**src/rtl/pc_seq_pkg.sv**
```systemverilog
`default_nettype none
// ============================================================================
// Module   : pc_seq_pkg
// Purpose  : Shared types and constants for the PC sequencer. It holds the
//            sequencer state encoding, the decoded op_class codes and the
//            default reset and interrupt vectors.
// Ports    : none (package)
// Revision : 1.0 - initial release
// ============================================================================
package pc_seq_pkg;

    // Sequencer states, encoded with an explicit width
    typedef enum logic [2:0] {
        ST_BOOT   = 3'd0,
        ST_IDLE   = 3'd1,
        ST_FETCH  = 3'd2,
        ST_DECODE = 3'd3,
        ST_UPDATE = 3'd4,
        ST_HALT   = 3'd5
    } state_t;

    // Decoded instruction classes
    localparam logic [1:0] c_OP_SEQ    = 2'b00;
    localparam logic [1:0] c_OP_BRANCH = 2'b01;
    localparam logic [1:0] c_OP_JUMP   = 2'b10;
    localparam logic [1:0] c_OP_HALT   = 2'b11;

    // Default vectors
    localparam logic [15:0] c_RESET_VECTOR_DEF = 16'h0000;
    localparam logic [15:0] c_IRQ_VECTOR_DEF   = 16'h0010;

endpackage : pc_seq_pkg
`default_nettype wire

```
**src/rtl/pc_next_mux.sv**
```systemverilog
`default_nettype none
// ============================================================================
// Module   : pc_next_mux
// Purpose  : Purely combinational next-PC selection from the decoded class.
// Ports    : i_op_class     [1:0]  decoded instruction class
//            i_branch_taken        branch condition result
//            i_target       [15:0] branch/jump target
//            i_pc_cur       [15:0] current PC
//            o_pc_next      [15:0] selected next PC
// Revision : 1.0 - initial release
// ============================================================================
module pc_next_mux
    import pc_seq_pkg::*;
(
    input  logic [1:0]  i_op_class,
    input  logic        i_branch_taken,
    input  logic [15:0] i_target,
    input  logic [15:0] i_pc_cur,
    output logic [15:0] o_pc_next
);

    logic [15:0] w_pc_inc;

    // 16-bit add; the carry out is dropped so FFFF wraps to 0000
    assign w_pc_inc = i_pc_cur + 16'd1;

    always_comb begin
        o_pc_next = w_pc_inc;
        case (i_op_class)
            c_OP_SEQ:    o_pc_next = w_pc_inc;
            c_OP_BRANCH: o_pc_next = i_branch_taken ? i_target : w_pc_inc;
            c_OP_JUMP:   o_pc_next = i_target;
            default:     o_pc_next = w_pc_inc; // halt: value is never written
        endcase
    end

endmodule : pc_next_mux
`default_nettype wire

```
**src/rtl/pc_sequencer.sv**
```systemverilog
`default_nettype none
// ============================================================================
// Module   : pc_sequencer
// Purpose  : Program-counter sequencer FSM. It runs BOOT, IDLE, FETCH, DECODE,
//            UPDATE and HALT, and drives the PC register write and the
//            instruction fetch and load strobes.
// Macro    : PC_SEQ_IRQ_EN adds a single-level interrupt with an EPC latch.
// Ports    : clk, reset (async, active-low)
//            run, mem_ready, op_class[1:0], branch_taken, target[15:0],
//            pc_cur[15:0]                                          (in)
//            pc_next[15:0], pc_write, fetch_req, ir_load, halted  (out)
//            irq, irq_clear (in); irq_ack, epc[15:0] (out)  - IRQ build only
// Revision : 1.0 - initial release
// ============================================================================
module pc_sequencer
    import pc_seq_pkg::*;
#(
    parameter logic [15:0] RESET_VECTOR = c_RESET_VECTOR_DEF,
    parameter logic [15:0] IRQ_VECTOR   = c_IRQ_VECTOR_DEF
) (
    input  logic        clk,
    input  logic        reset,
    input  logic        run,
    input  logic        mem_ready,
    input  logic [1:0]  op_class,
    input  logic        branch_taken,
    input  logic [15:0] target,
    input  logic [15:0] pc_cur,
`ifdef PC_SEQ_IRQ_EN
    input  logic        irq,
    input  logic        irq_clear,
    output logic        irq_ack,
    output logic [15:0] epc,
`endif
    output logic [15:0] pc_next,
    output logic        pc_write,
    output logic        fetch_req,
    output logic        ir_load,
    output logic        halted
);

    state_t      r_state;
    state_t      w_state_next;
    logic [15:0] w_mux_pc;
    logic [15:0] w_pc_val;
    logic        w_pc_write;
    logic        w_fetch_req;
    logic        w_ir_load;
    logic        w_halted;
`ifdef PC_SEQ_IRQ_EN
    logic        w_take_irq;
    logic        r_in_service;
    logic [15:0] r_epc;
`endif

    pc_next_mux u_pc_next_mux (
        .i_op_class     (op_class),
        .i_branch_taken (branch_taken),
        .i_target       (target),
        .i_pc_cur       (pc_cur),
        .o_pc_next      (w_mux_pc)
    );

    always_ff @(posedge clk or negedge reset) begin
        if (!reset) begin
            r_state <= ST_BOOT;
        end else begin
            r_state <= w_state_next;
        end
    end

    always_comb begin
        w_state_next = r_state;
        w_pc_val     = 16'h0000;
        w_pc_write   = 1'b0;
        w_fetch_req  = 1'b0;
        w_ir_load    = 1'b0;
        w_halted     = 1'b0;
`ifdef PC_SEQ_IRQ_EN
        w_take_irq   = 1'b0;
`endif
        case (r_state)
            ST_BOOT: begin
                w_pc_write   = 1'b1;
                w_pc_val     = RESET_VECTOR;
                w_state_next = ST_IDLE;
            end
            ST_IDLE: begin
                if (run) w_state_next = ST_FETCH;
            end
            ST_FETCH: begin
                // Waits as long as needed; run is not sampled so a started
                // instruction always runs to completion.
                w_fetch_req = 1'b1;
                if (mem_ready) begin
                    w_ir_load    = 1'b1;
                    w_state_next = ST_DECODE;
                end
            end
            ST_DECODE: begin
                w_state_next = ST_UPDATE;
            end
            ST_UPDATE: begin
                if (op_class == c_OP_HALT) begin
                    w_state_next = ST_HALT;
                end else begin
                    w_pc_write   = 1'b1;
                    w_pc_val     = w_mux_pc;
                    w_state_next = run ? ST_FETCH : ST_IDLE;
`ifdef PC_SEQ_IRQ_EN
                    if (irq && !r_in_service) begin
                        w_take_irq = 1'b1;
                        w_pc_val   = IRQ_VECTOR;
                    end
`endif
                end
            end
            ST_HALT: begin
                w_halted = 1'b1;
            end
            default: begin
                w_state_next = ST_BOOT;
            end
        endcase
    end

`ifdef PC_SEQ_IRQ_EN
    // The return address is the PC the instruction would have written had
    // the interrupt not been taken.
    always_ff @(posedge clk or negedge reset) begin
        if (!reset) begin
            r_epc        <= 16'h0000;
            r_in_service <= 1'b0;
        end else if (w_take_irq) begin
            r_epc        <= w_mux_pc;
            r_in_service <= 1'b1;
        end else if (irq_clear) begin
            r_in_service <= 1'b0;
        end
    end

    assign irq_ack = reset & w_take_irq;
    assign epc     = r_epc;
`endif

    // Reset gates the strobes combinationally so they drop without a clock
    // edge; pc_next is forced to zero whenever no write is in progress.
    assign pc_write  = reset & w_pc_write;
    assign pc_next   = pc_write ? w_pc_val : 16'h0000;
    assign fetch_req = reset & w_fetch_req;
    assign ir_load   = reset & w_ir_load;
    assign halted    = reset & w_halted;

endmodule : pc_sequencer
`default_nettype wire
```
**config.mk**
```make
export PLATFORM = sky130hd
export DESIGN_NAME = pc_sequencer
export DESIGN_NICKNAME = d
export VERILOG_FILES = /design/src/rtl/pc_seq_pkg.sv /design/src/rtl/pc_next_mux.sv /design/src/rtl/pc_sequencer.sv
export SDC_FILE = /design/constraint.sdc
export NUM_CORES = 1
export LEC_CHECK = 0
export ABC_AREA = 0
export CAP_MARGIN = 40
export CORE_UTILIZATION = 30
export CTS_CLUSTER_DIAMETER = 100
export DETAILED_ROUTE_END_ITERATION = 8
export HOLD_SLACK_MARGIN = 0.03
export PLACE_DENSITY = 0.76
export SLEW_MARGIN = 20
export SYNTH_ARGS = -nofsm -noshare
export SYNTH_HDL_FRONTEND = slang
export SYNTH_SLANG_ARGS = --single-unit
```
**constraint.sdc**
```tcl
create_clock -name clk -period 2.1 [get_ports clk]
set_input_delay 0.525 -clock clk [delete_from_list [all_inputs] [get_ports clk]]
set_output_delay 0.525 -clock clk [all_outputs]
set_load 0.05 [all_outputs]
```
==> flow_metrics.tcl, run 1 <==
set metrics [dict create \
    cts_made_buffers 3 \
    postCtsSetupBuffers 7 \
    outcome "did not finish" \
    avgSynthCellArea_um2 6.85 \
    postSynth.asyncResetShare_pct 100 \
    error_message "[ERROR DPL-0033] detailed placement checks failed during check placement." \
    initial_cell_density_of_the_core_pct 31.5 \
    outcome.stop_stage "clock tree synthesis (4_1_cts)" \
    synth_sequential_area_ratio_pct 9.62 \
    portBuffers 58 \
    gate_count_post_synth 114 \
    placement_rows 18 \
    ctsHtreeMaxLevel 1 \
    synth-main-ff-cell "dfrtp_1" \
    synth.most_common_cell "nand2_1" \
    io-pin-count 59 \
    synth_nets 157 \
    cts_max_path_buffers 2 \
    synth.top_cells.by_area "xnor2_1 (10%), dfrtp_1 (9.6%), nand2_1 (8.7%)" \
    synth-edff-count 0 \
    cts_num_sinks 3 \
    synth.cell_area_um2 781 \
    cts_hold_buffers 0 \
    post_synth_most_frequent_cells "nand2_1 (18), xnor2_1 (9), nor2_1 (8)" \
    die_w_um 53.0 \
    number_of_storage_elements_in_the_synthesis_netlist 3 \
    synth_top_cell_area_share_pct 10.1 \
    detailed_place_hpwl_um 2690 \
    dieHeight_um 53.0 \
    ys.warnings.count 0 \
    synth.distinct_cells 40 \
    globalplace.congestion 0.852 \
    cts_repair_resize_count 81 \
    cts.root.buffer_cell "clkbuf_4" \
    synth_area_leader_cell "xnor2_1" \
]
==> cell families after synthesis <==
logic type | Yosys count | share of synthesized area, %
compound gates | 29 | 24.2
fa+ha+maj | 4 | 6.41
flops | 3 | 9.62
buf+inv | 8 | 4.97
simple gates | 60 | 43.6
xor+xnor | 10 | 11.2
==> metrics by stage <==
step	hold WS, ns	instance area, um2	setup WS [ns]	utilization [%]	instances
3_5_place_dp	0.592	2090	-0.902	84.4	231
3_3_place_gp	0.582	2090	-0.864	84.4	231
2_1_floorplan	0.229	1050	-0.251	-	114
==> run 2: changes to the inputs <==
--- a/config.mk
+++ b/config.mk
@@ -7,11 +7,10 @@
 export LEC_CHECK = 0
 export ABC_AREA = 0
 export CAP_MARGIN = 40
-export CORE_UTILIZATION = 30
-export CTS_CLUSTER_DIAMETER = 100
+export CORE_AREA = 2 2 63 65
 export DETAILED_ROUTE_END_ITERATION = 8
-export HOLD_SLACK_MARGIN = 0.03
-export PLACE_DENSITY = 0.76
+export DIE_AREA = 0 0 65 67
+export PLACE_DENSITY_LB_ADDON = 0.15
 export SLEW_MARGIN = 20
 export SYNTH_ARGS = -nofsm -noshare
 export SYNTH_HDL_FRONTEND = slang
==> constraint.sdc (replaced) <==
create_clock -name clk -period 2.75 [get_ports clk]
set_input_delay 0.6875 -clock clk [delete_from_list [all_inputs] [get_ports clk]]
set_output_delay 0.6875 -clock clk [all_outputs]
set_load 0.05 [all_outputs]
==> flow_metrics.tcl, run 2 <==
set metrics [dict create \
    drive_above_1_share_pct 52.5 \
    synth.top_cells.by_area "xnor2_1 (10%), dfrtp_1 (9.6%), nand2_1 (8.7%)" \
    filler_cell_count 313 \
    dr_total_vias 1221 \
    synth.most_common_cell "nand2_1" \
    worstSkewPairLatency_ns 0.22 \
    period_needed_ns 2.72 \
    slew-limit-headroom_pct 74.3 \
    crit_type "in2out" \
    gr-usage-met1_pct 16.4 \
    arrival_ns 2.03 \
    globalplace.congestion 0.758 \
    num-nets-final 248 \
    drt.antenna.violating_nets 0 \
    flow.area_growth_from_synthesis_pct 181 \
    postSynth.asyncResetShare_pct 100 \
    worst-path-stages 7 \
    post_synth_most_frequent_cells "nand2_1 (18), xnor2_1 (9), nor2_1 (8)" \
    r2r.worst_path.cells 5 \
    postRouteWirelength_um 3390 \
    drtPass1Iterations 5 \
    gate_count_post_synth 114 \
    timing.critical_path.slowest_cell_delay_ns 0.39 \
    detail_route.wl_per_cell_um 13.5 \
    detailedRoute.firstIterationViolations 14 \
    groute.layer.met3.usage_pct 2.70 \
    timing.clock.skew_ns 0.00307 \
    vias_in_the_first_global_route 1220 \
    grt_antenna_before_repair 0 \
    setup_violations 0 \
    report.final.slew_viol_count 0 \
    synth-main-ff-cell "dfrtp_1" \
    synth-edff-count 0 \
    grt_util_all_layers_pct 15.6 \
    rsz0062_at_grt "true" \
    final.hold.worst_slack_ns 0.410 \
    layout.cells.most_common_list "buf_4 (27), buf_12 (22), clkdlybuf4s50_1 (21), nand2_1 (11), xnor2_1 (9)" \
    via_per_inst 4.85 \
    grt_overflow_total 0 \
    outcome "completed" \
    timing.final.ws_setup_ns 0.0286 \
    tightest_slew_ns 0.382 \
    ys.warnings.count 0 \
    grt-busiest-layer "met2" \
    synth_sequential_area_ratio_pct 9.62 \
    critical_path.slowest_cell "or3_4" \
    cp_cell_sequence "buf_4, buf_4, nand3_4, or2_1, or3_4, a31oi_4, buf_12" \
    end_kind "output pin" \
    area.sequential_um2 75.1 \
    floorplan.core_area_um2 3610 \
    top_register "r_state" \
    clock_tree_from_tritoncts "built" \
    die_area_um2 4360 \
    crit_fanout 3 \
    reg.largest.list "r_state (3)" \
    ctsHtreeMaxLevel 1 \
    grt_start_max_net_pins 10 \
    detailed_place_hpwl_um 2390 \
    number_of_storage_elements_in_the_synthesis_netlist 3 \
    global_route_wire_length_before_repair_um 5380 \
    dieHeight_um 67 \
    largest_register_ff_count 3 \
    die_w_um 65 \
    cts_made_buffers 3 \
    dp_worst_setup_slack_ns -0.508 \
    gr-usage-met2_pct 30.8 \
    io-pin-count 59 \
    total_power_per_unit_cell_area_nw_per_um2 304 \
    antenna_cells_inserted 0 \
    layout_commonest_cell "buf_4" \
    worstPathBufferInverterCount 3 \
    placement_rows 22 \
    multi_input_area_um2 965 \
    fmax_ghz 0.367 \
    hold_crit_path_type "in2async" \
    synth.distinct_cells 40 \
    clkSlewWorstSetupHoldPaths_ns 0.03 \
    number_of_remaining_drc_errors 0 \
    portBuffers 58 \
    reg2reg_setup_slack_ns 1.38 \
    synth_nets 157 \
    static-leakage-power_nw 0.829 \
    setup.worst_path.start_class "primary input" \
    crit_required_ns 2.06 \
    cts.root.buffer_cell "clkbuf_8" \
    report.final.hold_viol_count 0 \
    final-instance-count-excl-fill 252 \
    initial_cell_density_of_the_core_pct 21.7 \
    synth_area_leader_cell "xnor2_1" \
    post-route-util_pct 60.9 \
    maxCapViolations 0 \
    synth_top_cell_area_share_pct 10.1 \
    cts_max_path_buffers 2 \
    avgSynthCellArea_um2 6.85 \
    synth.cell_area_um2 781 \
    cts_num_sinks 3 \
    fin_crit_sh_pct 99.0 \
    cp_common_cell "buf_4" \
    crit_path_max_delay_family "simple AND/OR/NAND/NOR gates" \
    vdd_drop_max_mv 0.130 \
    placed_cells 244 \
]
## run 2: kinds of logic (layout without fill, tap and decap cells)
logic type / Yosys count / in the layout / synth area share [%]
compound gates: 29 / 29 / 24.2
xor+xnor: 10 / 10 / 11.2
fa+ha+maj: 4 / 4 / 6.41
buf+inv: 8 / 97 / 4.97
flops: 3 / 3 / 9.62
simple gates: 60 / 61 / 43.6
## run 2: layout make-up
type	count	area share [%]
multi-input combinational	104	44.0
sequential	3	3.42
clock buffer	4	2.05
timing repair buffer	88	46.9
inverter	5	0.969
tap	48	2.74
## run 2: layer usage
metal  wire length [um]  up-vias  share of wire (%)
li1                   -      605                  -
met1               1330      568                 39
met2               1820       44                 54
met3                228        4                6.7
met4                 19        0               0.56
met5                  0        -                  0
## run 2: path summary, 6_finish.rpt
kind,endpoint,startpoint
max in group asynchronous,r_state[1]$_DFFE_PN0P_,reset
max reg2reg,r_state[1]$_DFFE_PN0P_,r_state[2]$_DFFE_PN0P_
max,pc_next[5],pc_cur[1]
min in group clk,r_state[2]$_DFFE_PN0P_,r_state[1]$_DFFE_PN0P_
min reg2reg,r_state[2]$_DFFE_PN0P_,r_state[1]$_DFFE_PN0P_
min,r_state[2]$_DFFE_PN0P_,reset
## run 2: power by group
| part | leakage [nW] | switching, W | internal, W |
|---|---|---|---|
| clock network | 0.0228 | 0.0000301 | 0.0000990 |
| registers | 0.0373 | 0.0000402 | 0.0000632 |
| logic | 0.769 | 0.000213 | 0.000222 |
| total | 0.829 | 0.000284 | 0.000385 |
## run 2: stage by stage
step                      area (um2)  power (W)  TNS [ns]
final                           2190   0.000668         0
after global routing            2190   0.000705   -0.0388
after CTS                       2140   0.000657   -0.0130
after detailed placement        1940   0.000505     -6.97
after global placement          1940   0.000498     -6.83
after floorplan                  893   0.000289     -1.95
## run 2: worst register-to-register path, stage by stage (launching register included)
cell,delay (ns)
dfrtp_1,0.46
inv_2,0.08
nor3_1,0.35
buf_4,0.19
o21ai_0,0.08
o21ai_1,0.14
## run 2: repair_timing
item	in CTS	in global routing
gates resized for setup	66	27
gates cloned	1	0
hold buffers	0	0
endpoints found under the setup margin	16	16
pin swaps	17	14
setup buffers	1	2
Power figures use the tool's default switching activity.
==> run 3: changes to the inputs <==
--- a/config.mk
+++ b/config.mk
@@ -7,9 +7,9 @@
 export LEC_CHECK = 0
 export ABC_AREA = 0
 export CAP_MARGIN = 40
-export CORE_AREA = 2 2 63 65
+export CORE_AREA = 10 10 71 73
 export DETAILED_ROUTE_END_ITERATION = 8
-export DIE_AREA = 0 0 65 67
+export DIE_AREA = 0 0 81 83
 export PLACE_DENSITY_LB_ADDON = 0.15
 export SLEW_MARGIN = 20
 export SYNTH_ARGS = -nofsm -noshare
==> flow_metrics.tcl, run 3 (synthesis results as in run 2) <==
set metrics [dict create \
    outcome "complete, but fails checks" \
    violations "negative setup slack" \
    drt.antenna.violating_nets 0 \
    cp_cell_sequence "buf_6, inv_2, ha_4, nor2b_4, nor2_4, or4_4, a31oi_4, buf_12" \
    clock_tree_from_tritoncts "built" \
    cts_max_path_buffers 2 \
    cts_made_buffers 3 \
    area.sequential_um2 75.1 \
    setup_violations 1 \
    flow.area_growth_from_synthesis_pct 200 \
    largest_register_ff_count 3 \
    static-leakage-power_nw 0.971 \
    grt_antenna_before_repair 0 \
    drtPass1Iterations 4 \
    timing.final.ws_setup_ns -0.00253 \
    final.hold.worst_slack_ns 0.515 \
    die_area_um2 6720 \
    globalplace.congestion 0.845 \
    r2r.worst_path.cells 5 \
    initial_cell_density_of_the_core_pct 21.5 \
    detailedRoute.firstIterationViolations 22 \
    worstSkewPairLatency_ns 0.22 \
    ctsHtreeMaxLevel 1 \
    vias_in_the_first_global_route 1340 \
    hold_crit_path_type "in2async" \
    portBuffers 58 \
    period_needed_ns 2.75 \
    slew-limit-headroom_pct 80.3 \
    vdd_drop_max_mv 0.208 \
    dieHeight_um 83 \
    timing.critical_path.slowest_cell_delay_ns 0.52 \
    reg2reg_setup_slack_ns 1.52 \
    postRouteWirelength_um 3950 \
    antenna_cells_inserted 0 \
    reg.largest.list "r_state (3)" \
    grt_overflow_total 0 \
    clkSlewWorstSetupHoldPaths_ns 0.03 \
    io-pin-count 59 \
    detailed_place_hpwl_um 3060 \
    total_power_per_unit_cell_area_nw_per_um2 298 \
    fin_crit_sh_pct 100 \
    placed_cells 251 \
    multi_input_area_um2 1080 \
    end_kind "output pin" \
    rsz0062_at_grt "true" \
    drive_above_1_share_pct 57.4 \
    crit_type "in2out" \
    floorplan.core_area_um2 3630 \
    final-instance-count-excl-fill 257 \
    maxCapViolations 0 \
    cts_hold_buffers 0 \
    timing.clock.skew_ns 0.00166 \
    total_power_w 0.000697 \
    number_of_remaining_drc_errors 0 \
    die_w_um 81 \
    tightest_slew_ns 0.293 \
    num-nets-final 253 \
    top_register "r_state" \
    post-route-util_pct 64.4 \
    worstPathBufferInverterCount 3 \
    grt_util_all_layers_pct 11.2 \
    dp_worst_setup_slack_ns -0.553 \
    cts_num_sinks 3 \
    worstReg2RegStart "r_state[2]$_DFFE_PN0P_" \
    layout_commonest_cell "buf_4" \
    cts.root.buffer_cell "clkbuf_8" \
    via_per_inst 4.81 \
    arrival_ns 2.07 \
    rr_endpoint "r_state[1]$_DFFE_PN0P_" \
    crit_path_max_delay_family "simple AND/OR/NAND/NOR gates" \
    detail_route.wl_per_cell_um 15.4 \
    grt_start_max_net_pins 10 \
    setup.worst_path.start_class "primary input" \
    crit_required_ns 2.06 \
    critical_path.slowest_cell "or4_4" \
    report.final.hold_viol_count 0 \
    crit_fanout 4 \
    report.final.slew_viol_count 0 \
    filler_cell_count 320 \
    global_route_wire_length_before_repair_um 6270 \
    layout.cells.most_common_list "buf_4 (30), buf_12 (23), clkdlybuf4s50_1 (19), nand2_1 (11)" \
    placement_rows 22 \
    dr_total_vias 1236 \
    fmax_ghz 0.363 \
]
[run 3: cell count changes in the layout (fill, tap and decap cells not counted), moves of 3 or more]
cell / before / now
nor3_4: 0 / 4
xnor2_2: 0 / 5
nand2_4: 3 / 6
clkbuf_2: 1 / 6
nand2_2: 4 / 1
buf_4: 27 / 30
xnor2_1: 9 / 4
[run 3: metal layers]
layer / vias up / GRT usage, % / part of all wire [%]
li1: 614 / - / -
met1: 562 / 12.4 / 40
met2: 50 / 19.4 / 50
met3: 10 / 2.48 / 7.8
met4: 0 / 5.01 / 2.9
met5: - / 0 / 0
[run 3: final cells by class]
cell class                      instances  share of cell area [%]
Clock buffer                            4                    1.93
Sequential cell                         3                    3.21
Tap cell                               48                    2.57
Multi-Input combinational cell        104                    46.1
Inverter                                5                   0.909
Timing Repair Buffer                   93                    45.3
[run 3: worst register-to-register path, stage by stage (launching register included)]
cell and delay (ns):
dfrtp_1 0.46, inv_2 0.10, nor3_4 0.24, buf_4 0.16, o21ai_0 0.07, o21ai_1 0.12
[run 3: where the power goes]
part / switching, W / internal, W / leakage, nW
Sequential: 0.0000420 / 0.0000632 / 0.0373
Combinational: 0.000227 / 0.000234 / 0.911
Clock: 0.0000311 / 0.0000990 / 0.0228
Total: 0.000300 / 0.000397 / 0.971
[run 3: what timing repair did]
action / 4_1_cts / 5_1_grt
pin swaps: 17 / 20
setup buffers: 1 / 0
resized for setup: 65 / 47
gates cloned: 0 / 1
setup endpoints to repair: 16 / 16
[run 3: per-stage QoR]
step                area (um2)  TNS (ns)
floorplan                  893     -1.95
global placement          1990     -6.95
detailed placement        1990     -7.49
CTS                       2200   -0.0222
global route              2340    -0.271
finish                    2340  -0.00253
[run 3: worst max path at each step]
| stage | start | endpoint | slack [ns] | depth (start not counted) |
|---|---|---|---|---|
| floorplan | op_class[0] | pc_next[6] | -0.18 | 5 |
| global placement | op_class[0] | pc_next[6] | -0.51 | 7 |
| detailed placement | op_class[0] | pc_next[6] | -0.55 | 7 |
| CTS | op_class[1] | pc_next[6] | -0.02 | 8 |
| global route | op_class[0] | pc_next[13] | -0.06 | 8 |
| finish | op_class[1] | pc_next[8] | -0.003 | 8 |
==> run 4: changes to the inputs <==
--- a/config.mk
+++ b/config.mk
@@ -8,6 +8,7 @@
 export ABC_AREA = 0
 export CAP_MARGIN = 40
 export CORE_AREA = 10 10 71 73
+export CTS_CLUSTER_DIAMETER = 40
 export DETAILED_ROUTE_END_ITERATION = 8
 export DIE_AREA = 0 0 81 83
 export PLACE_DENSITY_LB_ADDON = 0.15
==> results of run 4 <==
The final DEF is identical to that of run 3; final timing and power are the same.
